===== config.mk =====
export PLATFORM = sky130hd
export DESIGN_NAME = seq_div
export DESIGN_NICKNAME = d
export VERILOG_FILES = /design/src/rtl/seq_div_pkg.sv /design/src/rtl/seq_div_step.sv /design/src/rtl/seq_div.sv
export SDC_FILE = /design/constraint.sdc
export NUM_CORES = 1
export LEC_CHECK = 0
export CAP_MARGIN = 10
export CORE_UTILIZATION = 51
export CTS_CLUSTER_SIZE = 28
export DETAILED_ROUTE_END_ITERATION = 16
export PLACE_DENSITY = 0.81
export SLEW_MARGIN = 20
export SYNTH_ARGS = -nofsm -noshare
export SYNTH_HDL_FRONTEND = slang
export SYNTH_HIERARCHICAL = 1
export SYNTH_SLANG_ARGS = --single-unit

===== constraint.sdc =====
create_clock -name Clk -period 3.03 [get_ports Clk]
set_input_delay 0.909 -clock Clk [delete_from_list [all_inputs] [get_ports Clk]]
set_output_delay 0.909 -clock Clk [all_outputs]
set_load 0.05 [all_outputs]

===== src/rtl/seq_div_pkg.sv =====
// seq_div_pkg: shared state encoding and default width for the sequential divider.
package seq_div_pkg;
    localparam int DEF_W = 4;
    typedef enum logic [1:0] {IDLE = 2'd0, CALC = 2'd1, DONE = 2'd2} state_e;
endpackage


===== src/rtl/seq_div_step.sv =====
// seq_div_step: one restoring shift-subtract step of the divider.
module seq_div_step #(
    parameter int W = 4
) (
    input  logic [W:0]   rem_i,
    input  logic         bit_i,
    input  logic [W-1:0] div_i,
    output logic [W:0]   rem_o,
    output logic         q_o
);
    logic [W+1:0] sh;
    assign sh    = {rem_i, bit_i};
    assign q_o   = sh >= {2'b0, div_i};
    assign rem_o = (W+1)'(q_o ? sh - {2'b0, div_i} : sh);
endmodule


===== src/rtl/seq_div.sv =====
// seq_div: sequential restoring divider with start/ack handshake.
// Define SEQ_DIV_ZERO_CHECK_EN to short-circuit divide-by-zero with err set.
module seq_div
    import seq_div_pkg::*;
#(
    parameter int W = DEF_W
) (
    input  logic           Clk,
    input  logic           Rst,
    input  logic           start,
    input  logic [2*W-1:0] a,
    input  logic [W-1:0]   b,
    output logic [2*W-1:0] quotient,
    output logic [W-1:0]   remainder,
    output logic           ack,
    output logic           busy,
    output logic           err
);
    localparam int CW = $clog2(2 * W + 1);

    state_e         state_q, state_d;
    logic [2*W-1:0] dvd_q, dvd_d, quo_q, quo_d;
    logic [W-1:0]   dvs_q, dvs_d;
    logic [W:0]     pr_q, pr_d, step_rem;
    logic [CW-1:0]  cnt_q, cnt_d;
    logic           err_q, err_d, step_q;

    seq_div_step #(.W(W)) u_step (
        .rem_i (pr_q),
        .bit_i (dvd_q[2*W-1]),
        .div_i (dvs_q),
        .rem_o (step_rem),
        .q_o   (step_q)
    );

    always_comb begin
        state_d = state_q;
        dvd_d   = dvd_q;
        dvs_d   = dvs_q;
        pr_d    = pr_q;
        quo_d   = quo_q;
        cnt_d   = cnt_q;
        err_d   = err_q;
        case (state_q)
            IDLE: if (start) begin
                dvd_d   = a;
                dvs_d   = b;
                pr_d    = '0;
                quo_d   = '0;
                cnt_d   = CW'(2 * W);
                err_d   = 1'b0;
                state_d = CALC;
`ifdef SEQ_DIV_ZERO_CHECK_EN
                if (b == '0) begin
                    quo_d   = '1;
                    err_d   = 1'b1;
                    state_d = DONE;
                end
`endif
            end
            CALC: begin
                dvd_d   = {dvd_q[2*W-2:0], 1'b0};
                pr_d    = step_rem;
                quo_d   = {quo_q[2*W-2:0], step_q};
                cnt_d   = cnt_q - CW'(1);
                state_d = (cnt_q == CW'(1)) ? DONE : CALC;
            end
            DONE: if (!start) begin
                state_d = IDLE;
                err_d   = 1'b0;
            end
            default: state_d = IDLE;
        endcase
    end

    always_ff @(posedge Clk or posedge Rst) begin
        if (Rst) begin
            state_q <= IDLE;
            dvd_q   <= '0;
            dvs_q   <= '0;
            pr_q    <= '0;
            quo_q   <= '0;
            cnt_q   <= '0;
            err_q   <= 1'b0;
        end else begin
            state_q <= state_d;
            dvd_q   <= dvd_d;
            dvs_q   <= dvs_d;
            pr_q    <= pr_d;
            quo_q   <= quo_d;
            cnt_q   <= cnt_d;
            err_q   <= err_d;
        end
    end

    assign quotient  = quo_q;
    assign remainder = pr_q[W-1:0];
    assign ack       = state_q == DONE;
    assign busy      = state_q == CALC;
    assign err       = err_q;
endmodule


==> results.md <==
• Fmax: 368.5 MHz
• overall die width: 57.34 um
• area growth from synthesis to layout: 19.87%
• DRC errors left: 0
• final weighted congestion in routability-driven placement: 0.8281
• CTS H-Tree Depth: 2
• Post-Syn Nets: 159
• crit path launch type: flop
• skew final: 7.051 ps
• sequential standard cell area: 775.7 um^2
• Finish-stage setup viols: 0
• number of port buffers: 28
• area of combinational cells with multiple inputs: 660.6 um^2
• multiplexer share of the synthesized area: 8.974%
• Post-DP HPWL: 2082 um
• area after detailed placement: 1815 um^2
• diodes inserted: 0
• highest net fanout along the worst path: 6
• cell count after synthesis: 137
• CP Capture Type: output port
• worst relative slew slack: 63.45%
• Synth Cell Area: 1561 um^2
• pre-CTS setup slack: 502.2 ps
• complex-gate fraction of the synthesized area: 19.23%
• status: finished, final reports clean
• via count: 1120
• num ports: 30
• clk slew on worst S/H paths: 100 ps
• initial cell density of the core: 55.20%
• violation count after the first detailed-route iteration: 25
• number of CTS-inserted buffers: 5
• fill cell total of the finished layout: 230
• die outline area: 3287 um^2
• Critical Path Max Stage Delay: 820 ps
• synthesized-area fraction occupied by and/or/nand/nor cells: 6.410%
• wire length of the first global-routing pass: 5043 um
• Critical Setup Path Class: flop to output port
• RSZ-0062 raised after global routing: no
• overall fraction of global-route tracks in use: 21.17%
• CTS resizes: 0
• pin count of the biggest net entering global routing: 32
• site row count: 19
• worst skew pair latency: 340 ps
• remaining global-route overflow: 0
• number of endpoints with negative hold slack in the final report: 0
• TritonCTS clock tree: yes
• post-CTS setup buffer count: 0
• class of the worst hold path: flop to flop
• Final Max Slew Viols: 0
• Vias/cell: 5.773
• critical path arrival: 1800 ps
• core occupancy in the finished layout: 66.17%
• Worst path slowest cell: clkdlybuf4s50_1
• design area: 1872 um^2
• max-capacitance violation count: 0
• Core Box Area: 2829 um^2
• post-synthesis share of cell area spent on xor and xnor gates: 1.122%
• number of buffers added to fix hold violations after cts: 0
• antenna viol nets, final: 0
• Tmin final: 2714 ps
• Worst Slack Setup Final: 316.1 ps
• pin slew with the least headroom to its limit: 548.2 ps
• Final Routed Wirelength: 3034 um
• routed wire length per instance: 15.64 um
• detailed-routing iteration count for the pre-antenna-repair pass: 4
• Post-layout nets: 185
• Die H: 57.34 um
• antenna violations before repair: 0
• vias in the first global route: 1083
• setup TNS: 0 ps
• Avg Synthesized Cell Area: 11.40 um^2
• post-route fraction of the period consumed by the critical path: 89.57%
• largest family of logic cells by synthesized area: compound AO/OA/AOI/OAI gates
• share of layout cells above drive strength 1: 12.27%
• required arrival time at the worst endpoint: 2120 ps
• CP cell instances: nor2b_1 > clkdlybuf4s50_1
• count of distinct cell types in the synthesized netlist: 34
• largest buffer count on any clock path: 2
• cell at the root of the clock tree: clkbuf_4
• number of clock sinks seen by CTS: 31
• area share of fa/ha/maj cells after synthesis: 6.090%
• Syn. warnings: 6
• portion of the post-synthesis area used by sequential elements: 49.68%
• flops & latches, synth: 31
-- flip-flops by register name (all words and copies together), names as in the netlist --
name	count
dvs_q	4
state_q	2
pr_q	5
cnt_q	4
quotient	8
dvd_q	8
-- placed cells by master, fill, tap and decap left out, types with 2 or more instances in the layout --
master           count
a22o_1              14
mux2_2               4
clkbuf_4             5
clkdlybuf4s50_1     27
mux2i_1              8
o21ai_0             11
nand2_1             14
a21o_1               2
a31oi_1              2
buf_4                3
dfrtp_1             31
inv_1               11
a21oi_1              3
ha_1                 6
nand2b_1             2
-- cell families (layout without fill, tap and decap cells) --
| group | Yosys count | in the layout |
|---|---|---|
| AOI/OAI and AO/OA | 39 | 39 |
| xor gates and xnor gates | 2 | 2 |
| adders and majority gates | 7 | 7 |
| buffers and inverters | 23 | 49 |
| DFF | 31 | 31 |
| muxes | 13 | 13 |
| other | 1 | 1 |
| and+or+nand+nor | 21 | 21 |
-- critical path: cells and delay by family (launching register included) --
family | cells | cell delay [ps]
buf+inv | 1 | 820
flops | 1 | 440
simple gates | 1 | 200
-- layout make-up --
type                            count  area share (%)
Clock buffer                        6           2.741
Clock inverter                      1          0.2674
Inverter                           12           2.540
Multi-Input combinational cell     83           35.29
Sequential cell                    31           41.44
Tap cell                           31           2.072
Timing Repair Buffer               30           15.64
-- cells in the mapped netlist --
cell type	count	area (um^2)
a21o_1	2	15.01
a221o_1	1	10.01
ha_1	6	75.07
o21ai_0	11	55.05
buf_4	6	45.04
fa_1	1	20.02
mux2_2	4	45.04
mux2i_1	8	80.08
nor2b_1	1	6.260
o2bb2ai_1	1	8.760
xnor2_1	1	8.760
nor3b_2	1	12.51
nand2_1	14	52.55
nand3b_1	1	7.510
a21o_2	1	8.760
nor2_1	1	3.750
a211oi_1	1	7.510
nor3_1	1	5.000
xor2_1	1	8.760
a22o_1	14	122.6
mux2_4	1	15.01
o21bai_1	1	7.510
buf_6	2	22.52
a2111oi_4	1	27.53
clkbuf_1	1	3.750
nand2b_1	2	12.51
inv_1	11	41.29
buf_2	2	10.01
a31oi_1	2	12.51
inv_4	1	6.260
dfrtp_1	31	775.7
a21oi_1	3	15.01
a41o_1	1	10.01
conb_1	1	3.750
-- metal layers --
metal	track usage [%]	vias to the layer above	wire, um
met2	33.11	28	1516
met5	0	-	0
met4	13.24	0	85
met3	5.896	10	148
met1	26.05	552	1283
li1	-	530	-
-- stage by stage --
stage / std cells / hold slack, ps
floorplan: 137 / 449.2
global placement: 187 / 464.5
detailed placement: 187 / 478.0
CTS: 194 / 500.2
global route: 194 / 524.1
finish: 194 / 494.2
-- final timing paths --
kind / start / endpoint / slack [ps] / cells past startpoint
worst max-delay path: state_q[1] / ack / 320 / 2
worst min-delay path: dvd_q[5] / dvd_q[5] / 490 / 2
worst max register to register: dvd_q[7] / pr_q[1] / 410 / 8
worst min register to register: dvd_q[5] / dvd_q[5] / 490 / 2
max in group asynchronous: Rst / cnt_q[2] / 1810 / 3
min in group asynchronous: Rst / dvd_q[4] / 930 / 3
Power is not shown: default switching activity piles up to over one toggle a cycle in this logic, so the estimate is an artifact.
